==> src/rtl/mem_stage.sv <==
// MEM stage of the RV32I pipeline: passes ALU results through, and runs loads/stores
// over a req/ack data bus with a small IDLE/BUSY/DONE FSM and a bus timeout.
module mem_stage #(
  parameter logic [15:0] TIMEOUT = 16'd255
) (
  input  logic        clk,
  input  logic        rst,
  input  logic [4:0]  mem_wd_i,
  input  logic        mem_wreg_i,
  input  logic [31:0] mem_wdata_i,
  input  logic [3:0]  mem_op_i,
  input  logic [31:0] mem_sdata_i,
  output logic        bus_req,
  output logic        bus_we,
  output logic [31:0] bus_addr,
  output logic [31:0] bus_wdata,
  output logic [3:0]  bus_be,
  input  logic        bus_ack,
  input  logic [31:0] bus_rdata,
  output logic [4:0]  wb_wd,
  output logic        wb_wreg,
  output logic [31:0] wb_wdata,
  output logic        stall_req,
  output logic        misalign,
  output logic        err,
  output logic [1:0]  dbg_state_o
);

  localparam logic [1:0] S_IDLE = 2'd0;
  localparam logic [1:0] S_BUSY = 2'd1;
  localparam logic [1:0] S_DONE = 2'd2;

  logic [1:0]  state_q, state_d;
  logic [15:0] cnt_q, cnt_d;
  logic [31:0] rdata_q, rdata_d;
  logic        err_q, err_d;
  logic        req_q, req_d;
  logic        we_q, we_d;
  logic [31:0] addr_q, addr_d;
  logic [31:0] wdata_q, wdata_d;
  logic [3:0]  be_q, be_d;

  logic        is_load, is_store, is_mem, sz_b, sz_h, sz_w, is_unsigned, misal_c;
  logic [3:0]  be_c;
  logic [31:0] wdata_c, load_c;
  logic [7:0]  lane_b;
  logic [15:0] lane_h;
  logic [1:0]  a_lo;

  assign a_lo = mem_wdata_i[1:0];

  always_comb begin
    is_load     = (mem_op_i >= 4'd1) && (mem_op_i <= 4'd5);
    is_store    = (mem_op_i >= 4'd6) && (mem_op_i <= 4'd8);
    is_mem      = is_load || is_store;
    sz_b        = (mem_op_i == 4'd1) || (mem_op_i == 4'd4) || (mem_op_i == 4'd6);
    sz_h        = (mem_op_i == 4'd2) || (mem_op_i == 4'd5) || (mem_op_i == 4'd7);
    sz_w        = (mem_op_i == 4'd3) || (mem_op_i == 4'd8);
    is_unsigned = (mem_op_i == 4'd4) || (mem_op_i == 4'd5);
    misal_c     = (sz_h && a_lo[0]) || (sz_w && (a_lo != 2'b00));
    be_c        = 4'b1111;
    wdata_c     = mem_sdata_i;
    if (sz_b) begin
      be_c    = 4'b0001 << a_lo;
      wdata_c = {4{mem_sdata_i[7:0]}};
    end else if (sz_h) begin
      be_c    = a_lo[1] ? 4'b1100 : 4'b0011;
      wdata_c = {2{mem_sdata_i[15:0]}};
    end
  end

  // Load formatting reads the buffered word; the address is still held upstream in DONE.
  always_comb begin
    lane_b = rdata_q[8*a_lo +: 8];
    lane_h = a_lo[1] ? rdata_q[31:16] : rdata_q[15:0];
    load_c = rdata_q;
    if (sz_b) load_c = is_unsigned ? {24'd0, lane_b} : {{24{lane_b[7]}}, lane_b};
    else if (sz_h) load_c = is_unsigned ? {16'd0, lane_h} : {{16{lane_h[15]}}, lane_h};
  end

  always_comb begin
    state_d = state_q;
    cnt_d   = cnt_q;
    rdata_d = rdata_q;
    err_d   = 1'b0;
    req_d   = req_q;
    we_d    = we_q;
    addr_d  = addr_q;
    wdata_d = wdata_q;
    be_d    = be_q;
    case (state_q)
      S_IDLE: begin
        if (is_mem && !misal_c) begin
          addr_d  = {mem_wdata_i[31:2], 2'b00};
          we_d    = is_store;
          be_d    = be_c;
          wdata_d = wdata_c;
          req_d   = 1'b1;
          cnt_d   = 16'd0;
          state_d = S_BUSY;
        end
      end
      S_BUSY: begin
        cnt_d = cnt_q + 16'd1;
        if (bus_ack) begin
          rdata_d = bus_rdata;
          req_d   = 1'b0;
          state_d = S_DONE;
        end else if (cnt_q == TIMEOUT - 16'd1) begin
          req_d   = 1'b0;
          err_d   = 1'b1;
          state_d = S_DONE;
        end
      end
      default: state_d = S_IDLE;
    endcase
  end

  always_ff @(posedge clk) begin
    if (rst) begin
      state_q <= S_IDLE;
      cnt_q   <= 16'd0;
      rdata_q <= 32'd0;
      err_q   <= 1'b0;
      req_q   <= 1'b0;
      we_q    <= 1'b0;
      addr_q  <= 32'd0;
      wdata_q <= 32'd0;
      be_q    <= 4'd0;
    end else begin
      state_q <= state_d;
      cnt_q   <= cnt_d;
      rdata_q <= rdata_d;
      err_q   <= err_d;
      req_q   <= req_d;
      we_q    <= we_d;
      addr_q  <= addr_d;
      wdata_q <= wdata_d;
      be_q    <= be_d;
    end
  end

  always_comb begin
    wb_wd     = mem_wd_i;
    wb_wreg   = 1'b0;
    wb_wdata  = 32'd0;
    stall_req = 1'b0;
    misalign  = 1'b0;
    err       = 1'b0;
    if (rst) begin
      wb_wd = 5'd0;
    end else begin
      case (state_q)
        S_IDLE: begin
          if (!is_mem) begin
            wb_wreg  = mem_wreg_i;
            wb_wdata = mem_wdata_i;
          end else if (misal_c) begin
            misalign = 1'b1;
          end else begin
            stall_req = 1'b1;
          end
        end
        S_BUSY: stall_req = 1'b1;
        S_DONE: begin
          err = err_q;
          if (is_load && !err_q) begin
            wb_wreg  = mem_wreg_i;
            wb_wdata = load_c;
          end
        end
        default: ;
      endcase
    end
  end

  assign bus_req     = req_q;
  assign bus_we      = we_q;
  assign bus_addr    = addr_q;
  assign bus_wdata   = wdata_q;
  assign bus_be      = be_q;
  assign dbg_state_o = state_q;

endmodule

==> config.mk <==
export PLATFORM = sky130hd
export DESIGN_NAME = mem_stage
export DESIGN_NICKNAME = d
export VERILOG_FILES = /design/src/rtl/mem_stage.sv
export SDC_FILE = /design/constraint.sdc
export NUM_CORES = 1
export LEC_CHECK = 0
export ABC_AREA = 0
export ABC_CLOCK_PERIOD_IN_PS = 5600
export CAP_MARGIN = 0
export CORE_MARGIN = 2
export CORE_UTILIZATION = 47
export DETAILED_ROUTE_END_ITERATION = 16
export GPL_ROUTABILITY_DRIVEN = 1
export PLACE_DENSITY_LB_ADDON = 0.12
export RECOVER_POWER = 100
export SETUP_SLACK_MARGIN = 0.05
export SYNTH_ARGS = -nofsm -noshare
export SYNTH_HDL_FRONTEND = slang
export SYNTH_SLANG_ARGS = --single-unit
==> constraint.sdc <==
create_clock -name clk -period 5.6 [get_ports clk]
set_input_delay 1.12 -clock clk [delete_from_list [all_inputs] [get_ports clk]]
set_output_delay 1.12 -clock clk [all_outputs]
set_load 0.03 [all_outputs]
Word level (Yosys, flattened, before mapping)
Cells that the tools add are included.
{"block": "op_classes", "n_addsub": 1, "n_mul": 0, "div": 0, "order_cmp": 4, "n_eq_ne": 13, "shift": 2, "muxes": 40, "n_bitwise": 1, "n_reduce_logical": 25}
{"op": "$mux W32", "n": 9}
{"op": "$pmux W32 S2", "n": 1}
{"op": "$mux W16", "n": 2}
{"op": "$pmux W16 S2", "n": 1}
{"op": "$shiftx A32 B6 Y8", "n": 1}
{"op": "$add A16 B1 Y16 const B", "n": 1}
{"op": "$eq A16 B8 Y1 const B", "n": 1}
{"op": "$eq A4 B3 Y1 const B", "n": 4}
{"op": "$mux W1", "n": 16}
{"op": "$mux W4", "n": 3}
{"op": "$eq A4 B2 Y1 const B", "n": 2}
{"op": "$logic_or A1 B1 Y1", "n": 8}
{"op": "$reduce_and A2 Y1", "n": 4}
{"op": "$logic_and A1 B1 Y1", "n": 6}
{"op": "$mux W2", "n": 3}
{"op": "$pmux W1 S2", "n": 3}
{"op": "$mux W5", "n": 1}
{"op": "$eq A4 B1 Y1 const B", "n": 1}
{"op": "$eq A4 B4 Y1 const B", "n": 1}
{"op": "$ge A4 B1 Y1 const B", "n": 1}
{"op": "$ge A4 B3 Y1 const B", "n": 1}
{"op": "$le A4 B3 Y1 const B", "n": 1}
{"op": "$le A4 B4 Y1 const B", "n": 1}
{"op": "$pmux W2 S2", "n": 1}
{"op": "11 further kinds", "n": 13}
{"block": "totals", "reg_bits": 119, "latch_bits": 0, "ramBits": 0, "mem_bits_ro": 0, "inputBits": 109, "out_inout_bits": 113, "wordCells": 95, "memories": 0}

Depth between registers and ports, before layout
{"block": "logic_depth", "word_depth": 9, "depth_mapped": 7, "depth_no_buf": 6}

Worst setup path after synthesis
OpenSTA, ideal clock, no wires.
{"block": "synth_path", "path_kind": "input -> output", "from": "input port mem_op_i[2]", "to": "output port misalign", "t_arrival_ns": 3.218, "path_slack_ns": 1.262, "path_stages": 6, "cell_sequence": "buf_2 -> o31a_1 -> or4_1 -> buf_2 -> buf_1 -> a211oi_1"}
{"block": "synth_via", "elab_chain_cells": 9, "word_cells_on_any_way": 22, "cone_classes": "4 x order compare; 5 x eq/ne; 4 x mux; 9 x reduce/logical"}
{"element": "start: declaration", "line_no": "11", "rtl": "input logic [3:0] mem_op_i,"}
{"element": "$eq A4 B2 Y1 or $eq A4 B3 Y1 (tied branches)", "line_no": "57", "rtl": "sz_h = (mem_op_i == 4'd2) || (mem_op_i == 4'd5) || (mem_op_i == 4'd7);"}
{"element": "$logic_or A1 B1 Y1 (2 in series)", "line_no": "57"}
{"element": "$logic_and A1 B1 Y1", "line_no": "60", "rtl": "misal_c = (sz_h && a_lo[0]) || (sz_w && (a_lo != 2'b00));"}
{"element": "$logic_or A1 B1 Y1", "line_no": "60"}
{"element": "$mux W1", "line_no": "158", "rtl": "end else if (misal_c) begin"}
{"element": "$mux W1 (*)", "line_no": "155", "rtl": "if (!is_mem) begin"}
{"element": "$mux W1 (*)", "line_no": "153", "rtl": "case (state_q)"}
{"element": "$mux W1 (*)", "line_no": "150", "rtl": "if (rst) begin"}
{"element": "end: declaration", "line_no": "24", "rtl": "output logic misalign,"}
Mark *: on every way between the ends. The rest lies on a longest branch, timed or not.

Worst setup path in the final report
{"block": "layout_path", "from": "input port mem_op_i[2]", "to": "output port wb_wdata[20]"}
{"block": "layout_via", "elab_chain_cells": 8, "word_cells_on_any_way": 27, "cone_classes": "4 x order compare; 6 x eq/ne; 8 x mux; 9 x reduce/logical"}
{"element": "$eq A4 B3 Y1 (tied with other cells)", "line_no": "56, 59"}
{"element": "$logic_or A1 B1 Y1 (on tied branches)", "line_no": "59, 57"}
{"element": "$mux W32 or $logic_or A1 B1 Y1 (tied branches)", "line_no": "78, 57"}
{"element": "$mux W32", "line_no": "78", "rtl": "else if (sz_h) load_c = is_unsigned ? {16'd0, lane_h} : {{16{lane_h[15]}}, lane_h};"}
{"element": "$mux W32", "line_no": "77", "rtl": "if (sz_b) load_c = is_unsigned ? {24'd0, lane_b} : {{24{lane_b[7]}}, lane_b};"}
{"element": "$mux W32", "line_no": "167", "rtl": "if (is_load && !err_q) begin"}
{"element": "$pmux W32 S2 (*)", "line_no": "153"}
{"element": "$mux W32 (*)", "line_no": "150"}
{"element": "end: declaration", "line_no": "22", "rtl": "output logic [31:0] wb_wdata,"}
Marked as above.

==> impl_results.md <==
- Status: finished with violations
- Violated checks: capacitance limit, slew limit
- Post-cts resize count: 0
- Synthesized flop and latch total: about 120
- WL final: ~25000 um
- Crit path launch type: input pin
- Initial antenna violation count: 1
- Synthesized area: 6575 um^2
- Nets: approximately 1100
- Core Box Area: ~14000 um^2
- Clk pwr share: 42.2%
- Final design utilization: 67.64%
- Final period utilization: 94.34%
- P_int: 1908 uW
- Unrepaired setup endpoints after global routing: false
- Iter 0 DRT Violations: 791
- Clock sink count: 119
- Initial core utilization: between 40% and 50%
- MaxCap Viol Count: 2
- Drt pass-1 iters: 5
- Placed Area: 8751 um^2
- Crit. End Element: primary output
- Top cells by area, synth: dfxtp_1 36%, nand2_1 7.4%, a21oi_1 5.3%, o31ai_1 3.5%, nand4_1 3.4%
- Post-route ant nets: 0
- Post-route cell area: just over 9000 um^2
- Relative slew margins: -8.481%
- Biggest area consumer among synthesized cells: dfxtp_1
- WL/cell: 21.32 um
- Share of the synthesized area in the top cell type: 36.23%
- Mapped Cells: 791
- Rows: 43
- Max Freq: 0.1893 GHz
- # port buffers: 219
- Final Hold Vio Count: 0
- Sw Pwr: 859.6 uW
- Worst Tran Pin Value: 1.626 ns
- Tmin final: ~5.3 ns
- Pin count of the biggest net entering global routing: 62
- Worst path arrival time: roughly 4.2 ns
- Distinct cells, synth: 73
- Total GRT Usage: 32.59%
- Top-count cell post-synth: nand2_1
- Slew Viols, Final: 74
- Worst hold path type: reg2reg
- CTS Buffer Depth: 2
- DP Worst Slack: slightly below 0.6 ns
- Post-synthesis sequential area ratio: 36.23%
- IO Pins: ~220
- Worst setup path class: in2out
- Footprint of the multi-input gates: 3780 um^2
- Critical path fanouts, max: 11
- Max VDD drop: roughly 0.00023 V
- TNS Setup: 0 ns
- Sequential cell area: roughly 2400 um^2
- Htree depth: 4
- Combinational share of power: 23.6%
- Most frequent cells after synthesis: 130 x nand2_1, 119 x dfxtp_1, 70 x a21oi_1, 59 x clkbuf_1, 36 x nand4_1
- Top FF cell, synth: dfxtp_1
- Total CTS buffers: 17
- # setup viols final: 0
- Clock skew: 0.005613 ns
- Post-DR vias/cell: roughly 6.4
- Filler instances: 1160
- Gr ovfl total: 0
- Share of flip-flops with an asynchronous set or reset: 0%
- Die height: between 100 and 150 um
- Average cell area after synthesis: a little over 8 um^2
- P_leak: 0.003390 uW
- DR vias: about 7400
- RePlAce Congestion: 0.9701
- Sw Ratio: 31.06%
- Hold_ws: 0.4645 ns
- Die Width: 122.3 um
- CTS tree: done
- Drt drc: 0
- First-pass GRT wire length: 38050 um
- Post-synth EDFFs: 0
- Clk slew on worst S/H paths: 0.06 ns
- HPWL Detailed: between 15000 and 20000 um
- Die footprint: 14950 um^2
- Count of hold-fix buffers inserted at cts: 0
- Number of global-route vias before repair: 6993
- WP data required: around 4.5 ns
- Worst skew pair latency: between 0.4 and 0.5 ns
- Root buf cell: clkbuf_16
- PD cells: 297.1 nW/um^2
- Final setup margin: 0.3169 ns
- Seq pwr share: 34.3%
- Area grow syn2layout: 41.69%
- Layout cells sized above 1: 10.96%
- Post-CTS setup buffers: 0
- Total number of yosys warnings: 0
[final timing paths]
path                                startpoint      endpoint  slack [ns]  depth (start not counted)
worst max-delay path               mem_op_i[2]  wb_wdata[20]        0.32                          7
worst min-delay path              bus_addr[17]  bus_addr[17]        0.46                          2
worst max register to register  dbg_state_o[0]   rdata_q[12]        2.48                          4
worst min register to register    bus_addr[17]  bus_addr[17]        0.46                          2
[metal layers]
layer	vias up	track usage [%]	wire length (um)
li1	3399	-	-
met2	423	53.40	11900
met4	0	12.36	720
met3	60	7.993	2221
met5	-	0	0
met1	3562	41.49	9851
[worst max-delay path, stage by stage]
cell and delay, ns:
dlygate4sd3_1 0.75, buf_4 0.26, nor3_1 0.18, a211oi_2 0.68, o311ai_4 0.37, o32ai_1 0.43, clkbuf_1 0.37
[placed cells by master, fill, tap and decap left out, types with 27 or more instances in the layout]
cell type,count
nand2_1,130
dfxtp_1,119
clkdlybuf4s50_1,108
dlygate4sd3_1,84
a21oi_1,70
buf_4,39
nand4_1,36
o21ai_0,31
o31ai_1,31
a31oi_1,27
[sequential cells by signal, indices dropped and copies added (netlist names)]
register	flops
bus_req	1
bus_be	4
bus_wdata	32
dbg_state_o	2
cnt_q	16
bus_addr	30
err_q	1
rdata_q	32
bus_we	1
[per-stage QoR]
stage | std cells | power (uW)
6_report | 1158 | 2768
5_1_grt | 1156 | 2864
4_1_cts | 1156 | 2796
3_5_place_dp | 1124 | 1632
3_3_place_gp | 1124 | 1622
2_1_floorplan | 792 | 1348
[layout make-up]
cell class                      instances  share of cell area (%)
Timing Repair Buffer                  243                   24.47
Multi-Input combinational cell        577                   40.57
Clock buffer                           17                   4.566
Tap cell                              180                   2.417
Clock inverter                         15                   2.149
Inverter                                5                  0.2015
Antenna cell                            2                 0.05372
Sequential cell                       119                   25.57
[power groups by stage]
| stage | Combinational, uW | Clock (uW) | Sequential [uW] |
|---|---|---|---|
| after floorplan | 299 | 0 | 1050 |
| after global placement | 657 | 0 | 965 |
| after detailed placement | 666 | 0 | 967 |
| after CTS | 670 | 1180 | 949 |
| after global routing | 692 | 1220 | 954 |
| final | 652 | 1170 | 948 |
[logic make-up after synthesis]
kind of cell | after synthesis | synth area share, %
flip-flops | 119 | 36.23
adder cells (fa/ha/maj) | 2 | 0.3805
buffers and inverters | 96 | 6.184
multiplexers | 25 | 5.328
XOR/XNOR | 6 | 0.7992
AO/OA/AOI/OAI | 278 | 30.47
AND/OR/NAND/NOR | 264 | 20.55
other | 1 | 0.05703
No activity file was read; power rests on OpenSTA's default activity.
==> edit 1 (same settings) <==
Reset style: asynchronous (`rst`), changed in one clocked block.
--- a/src/rtl/mem_stage.sv
+++ b/src/rtl/mem_stage.sv
@@ -116,7 +116,7 @@
     endcase
   end
 
-  always_ff @(posedge clk) begin
+  always_ff @(posedge clk or posedge rst) begin
     if (rst) begin
       state_q <= S_IDLE;
       cnt_q   <= 16'd0;
Formal check against the unedited RTL: differs if rst is asserted again (counterexample within 4 cycles, from zero or initial values and one cycle with rst high); with rst held inactive, the same outputs for 4 cycles.
==> edit 1 against the original RTL <==
  * The flow still finishes with violations (max-capacitance violations, max-slew violations)
  * Worst setup slack worse by 0.084 ns
  * Routed wire length down 19%
  * Final area down 0.32%
  * Global-route usage down 5.1 points
  * Non-clock buffer count down 6
  * Area after synthesis up 1.1%
  * Sequential cell count unchanged
  * First-iteration DRC count down 37%
  * Synthesized cell count down 25%
  * Critical path type unchanged
  * Critical endpoint is now wb_wdata[27]
  * Highest routed layer unchanged
Power is not compared: it rests on default switching activity, and its combinational part moved more than twofold at a synthesized area within 25%.
==> edit 1: results (changes against the original RTL) <==
\begin{tabular}{lr}
\hline
Metric & Value \\
\hline
\multicolumn{2}{l}{\textbf{Outcome}} \\
Status & finished with violations \\
Violations in the final reports & max-capacitance violations, max-slew violations \\
\multicolumn{2}{l}{\textbf{Global routing}} \\
Global-route wire length before repair & 31.50 mm (-17\%) \\
Number of antenna violations at the first check in global routing & 0 (-1) \\
GRT Overall Usage & 27.51\% (-5.1 points) \\
\multicolumn{2}{l}{\textbf{Yosys}} \\
Synthesized-area fraction occupied by ao, oa, aoi and oai cells & 13.57\% (-17 points) \\
Post-synthesis mux area share & 22.96\% (+18 points) \\
Commonest cells in the synthesized netlist & 119 x sky130\_fd\_sc\_hd\_\_dfrtp\_1, 68 x sky130\_fd\_sc\_hd\_\_mux2\_2, 48 x sky130\_fd\_sc\_hd\_\_nand2\_1 \\
Fraction of registers with async set/reset & 100.0\% (+100 points) \\
Parity-gate share of the synthesized area counting xor and xnor cells & 0.3952\% (-0.40 points) \\
Adder-cell share of the synthesized area & 0.3764\% (-0.0042 points) \\
\multicolumn{2}{l}{\textbf{Final layout}} \\
Count of fill cells added during filler insertion & 1085 (-6.5\%) \\
Final net count & 914 (-15\%) \\
Antenna Diode Count & 0 (-2) \\
\multicolumn{2}{l}{\textbf{Placement}} \\
Sum of net half-perimeters after detailed placement & 14.81 mm (-13\%) \\
Count of placed standard cells including taps & 964 (-14\%) \\
\multicolumn{2}{l}{\textbf{Critical path}} \\
Endpoint of the worst setup timing path & wb\_wdata[27] \\
Maximum fanout count along the critical path & 12 (+1) \\
Depth of the most critical reg-to-reg path & 5 (+1) \\
Delay of the slowest critical-path stage & 0.79 ns (+0.04 ns) \\
Reg-to-Reg End & bus\_wdata[9] \\
Critical path origin & mem\_op\_i[1] \\
Internal reg-to-reg setup slack & 2.02 ns (-0.46 ns) \\
\multicolumn{2}{l}{\textbf{Timing}} \\
Largest clock skew in the final design & 0.007011 ns (+0.001398 ns) \\
Hold Worst Slack & 0.4757 ns (+0.01122 ns) \\
Final slew viol count & 123 (+66\%) \\
\multicolumn{2}{l}{\textbf{Job}} \\
Max\_cap viols & 3 (+1) \\
\multicolumn{2}{l}{\textbf{Min path}} \\
Worst hold path startpoint & bus\_wdata[3] \\
\hline
\end{tabular}
## edit 1: changes by cell type after synthesis, moves of 21 or more
| cell | before | now |
|---|---|---|
| sky130_fd_sc_hd__mux2_4 | 0 | 27 |
| sky130_fd_sc_hd__nand2_1 | 130 | 48 |
| sky130_fd_sc_hd__nor2_1 | 9 | 30 |
| sky130_fd_sc_hd__a21oi_1 | 70 | 5 |
| sky130_fd_sc_hd__dfrtp_1 | 0 | 119 |
| sky130_fd_sc_hd__mux2_2 | 0 | 68 |
| sky130_fd_sc_hd__o21ai_0 | 25 | 47 |
| sky130_fd_sc_hd__a31oi_1 | 27 | 1 |
| sky130_fd_sc_hd__clkbuf_1 | 59 | 10 |
| sky130_fd_sc_hd__dfxtp_1 | 119 | 0 |
| sky130_fd_sc_hd__nand4_1 | 36 | 5 |
## edit 1: cell type report
type                            instances  area (um^2)  share of cell area (%)
Clock buffer                           21        460.4                   4.958
Clock inverter                         10        80.08                  0.8623
Sequential cell                       119         2978                   32.07
Inverter                               23        87.58                  0.9431
Timing Repair Buffer                  237         2253                   24.27
Tap cell                              180        225.2                   2.425
Multi-Input combinational cell        405         3202                   34.48
## edit 1: worst max-delay path, delay by kind of cell
kind | cells | cell delay (ns)
AND/OR/NAND/NOR | 2 | 0.79
buffers and inverters | 2 | 1.51
AO/OA/AOI/OAI | 2 | 0.83
## edit 1: metal layers
metal / part of all wire [%] / track usage (%)
met1: 43 / 38.67
met4: 2.0 / 8.621
met2: 47 / 42.13
met5: 0 / 0
met3: 7.9 / 6.642
## edit 1: report_power, final
group | switching [mW] | total, mW | internal (mW)
Clock | 0.373 | 0.996 | 0.623
Combinational | 1.09 | 1.95 | 0.866
Sequential | 0.304 | 1.55 | 1.25
==> edit 2 (config.mk and constraints unchanged) <==
Made on the original files. `TIMEOUT`: 16'd255 -> 16'd128.
--- a/src/rtl/mem_stage.sv
+++ b/src/rtl/mem_stage.sv
@@ -1,7 +1,7 @@
 // MEM stage of the RV32I pipeline: passes ALU results through, and runs loads/stores
 // over a req/ack data bus with a small IDLE/BUSY/DONE FSM and a bus timeout.
 module mem_stage #(
-  parameter logic [15:0] TIMEOUT = 16'd255
+  parameter logic [15:0] TIMEOUT = 16'd128
 ) (
   input  logic        clk,
   input  logic        rst,
Function: same outputs for any inputs over 4 cycles, from zero or initial values and one cycle with rst high; that may be too few to reach the edited logic, so the function may still have changed.
==> edit 2 against the original RTL <==
  * Critical endpoint is now wb_wdata[30]
  * Critical path depth increased by 1
  * The flow still finishes with violations (max-capacitance violations, max-slew violations)
  * Final area decreased by 7.7%
  * Critical path type unchanged
  * Die area decreased by 11%
  * Area after synthesis decreased by 11%
  * First-iteration DRC count decreased by 31%
  * Global-route usage decreased by 2.7 points
  * Worst setup slack got worse by 0.0024 ns
  * Sequential cell count unchanged
  * Largest cell class unchanged
  * Total power decreased by 9.0%
  * Routed wire length decreased by 18%
==> edit 2: results (changes against the original RTL) <==
\begin{tabular}{lr}
\hline
Metric & Value \\
\hline
\multicolumn{2}{l}{\textbf{Route}} \\
Drt via density & 5.727 (-11\%) \\
Number of iterations in the first detailed-routing pass & 6 (+1) \\
Detailed route wirelength on metal3 & 2.049 mm (-7.7\%) \\
Via Count & 6408 (-14\%) \\
Wire length on met2 & 9.380 mm (-21\%) \\
Detailed-routing wirelength on met1 & 8.072 mm (-18\%) \\
Initial DRC count & 544 (-31\%) \\
Wire length reported by the detailed router & 20.15 mm (-18\%) \\
\multicolumn{2}{l}{\textbf{Global routing}} \\
Met1 layer usage reported by global route & 39.44\% (-2.0 points) \\
Global-route wire length before repair & 30.79 mm (-19\%) \\
Largest net degree at the start of global routing & 80 (+29\%) \\
Vias in the first global route & 5924 (-15\%) \\
Number of antenna violations at the first check in global routing & 0 (-1) \\
\multicolumn{2}{l}{\textbf{Outcome}} \\
Violations in the final reports & max-capacitance violations, max-slew violations \\
Status & finished with violations \\
\multicolumn{2}{l}{\textbf{Placement}} \\
Cell area after placement & 8092 um\^{}2 (-7.5\%) \\
Count of placed standard cells including taps & 1091 (-2.9\%) \\
\multicolumn{2}{l}{\textbf{Final layout}} \\
Ratio of cells with drive above 1 in the final layout & 6.099\% (-4.9 points) \\
\multicolumn{2}{l}{\textbf{Yosys}} \\
Seq/Total Area, Yosys & 40.81\% (+4.6 points) \\
Ranking of synthesized cells by area & sky130\_fd\_sc\_hd\_\_dfxtp\_1 41\%, sky130\_fd\_sc\_hd\_\_nand2\_1 11\%, sky130\_fd\_sc\_hd\_\_a21oi\_1 8.8\%, sky130\_fd\_sc\_hd\_\_mux2i\_1 4.1\%, sky130\_fd\_sc\_hd\_\_nor2\_1 4.1\% \\
Adder-cell share of the synthesized area & 0.2143\% (-0.17 points) \\
Parity-gate share of the synthesized area counting xor and xnor cells & 0.1500\% (-0.65 points) \\
Commonest cells in the synthesized netlist & 173 x sky130\_fd\_sc\_hd\_\_nand2\_1, 119 x sky130\_fd\_sc\_hd\_\_dfxtp\_1, 103 x sky130\_fd\_sc\_hd\_\_a21oi\_1 \\
Synthesized-area fraction occupied by ao, oa, aoi and oai cells & 22.48\% (-8.0 points) \\
\multicolumn{2}{l}{\textbf{Timing}} \\
Final slew viol count & 80 (+8.1\%) \\
\multicolumn{2}{l}{\textbf{Job}} \\
Max\_cap viols & 1 (-1) \\
\multicolumn{2}{l}{\textbf{Power and ir drop}} \\
Leak & 3.388 nW (about the same) \\
Fraction of power spent switching nets & 29.85\% (-1.2 points) \\
Total power consumption of the routed design & 2.519 mW (-9.0\%) \\
Combinational cell power & 581 uW (-11\%) \\
\hline
\end{tabular}
==> edit 2: cell count changes after synthesis, sizes merged, moves of 17 or more <==
cell    before  now
a21oi       70  103
a31oi       28    5
nand2      130  173
nand3       13   31
nand4       36    2
nor2         9   64
o211ai       3   20
o21ai       34    9
o31ai       31    8
o32ai       17    0
==> edit 2: layout make-up <==
cell class / count / area [um^2] / share of cell area (%)
well taps: 168 / 210.2 / 2.443
clock buffers: 23 / 478.0 / 5.556
flip-flops and latches: 119 / 2382 / 27.69
inverters: 5 / 18.77 / 0.2182
repair buffers: 234 / 2291 / 26.63
clock inverters: 5 / 50.05 / 0.5817
multi-input cells: 565 / 3173 / 36.88
==> edit 2: final timing paths <==
check | to | depth (start not counted) | start | slack (ns)
worst max-delay path | wb_wdata[30] | 8 | mem_op_i[0] | 0.31
worst min-delay path | bus_addr[22] | 2 | bus_addr[22] | 0.45
worst max register to register | bus_we | 5 | dbg_state_o[0] | 2.47
worst min register to register | bus_addr[22] | 2 | bus_addr[22] | 0.45
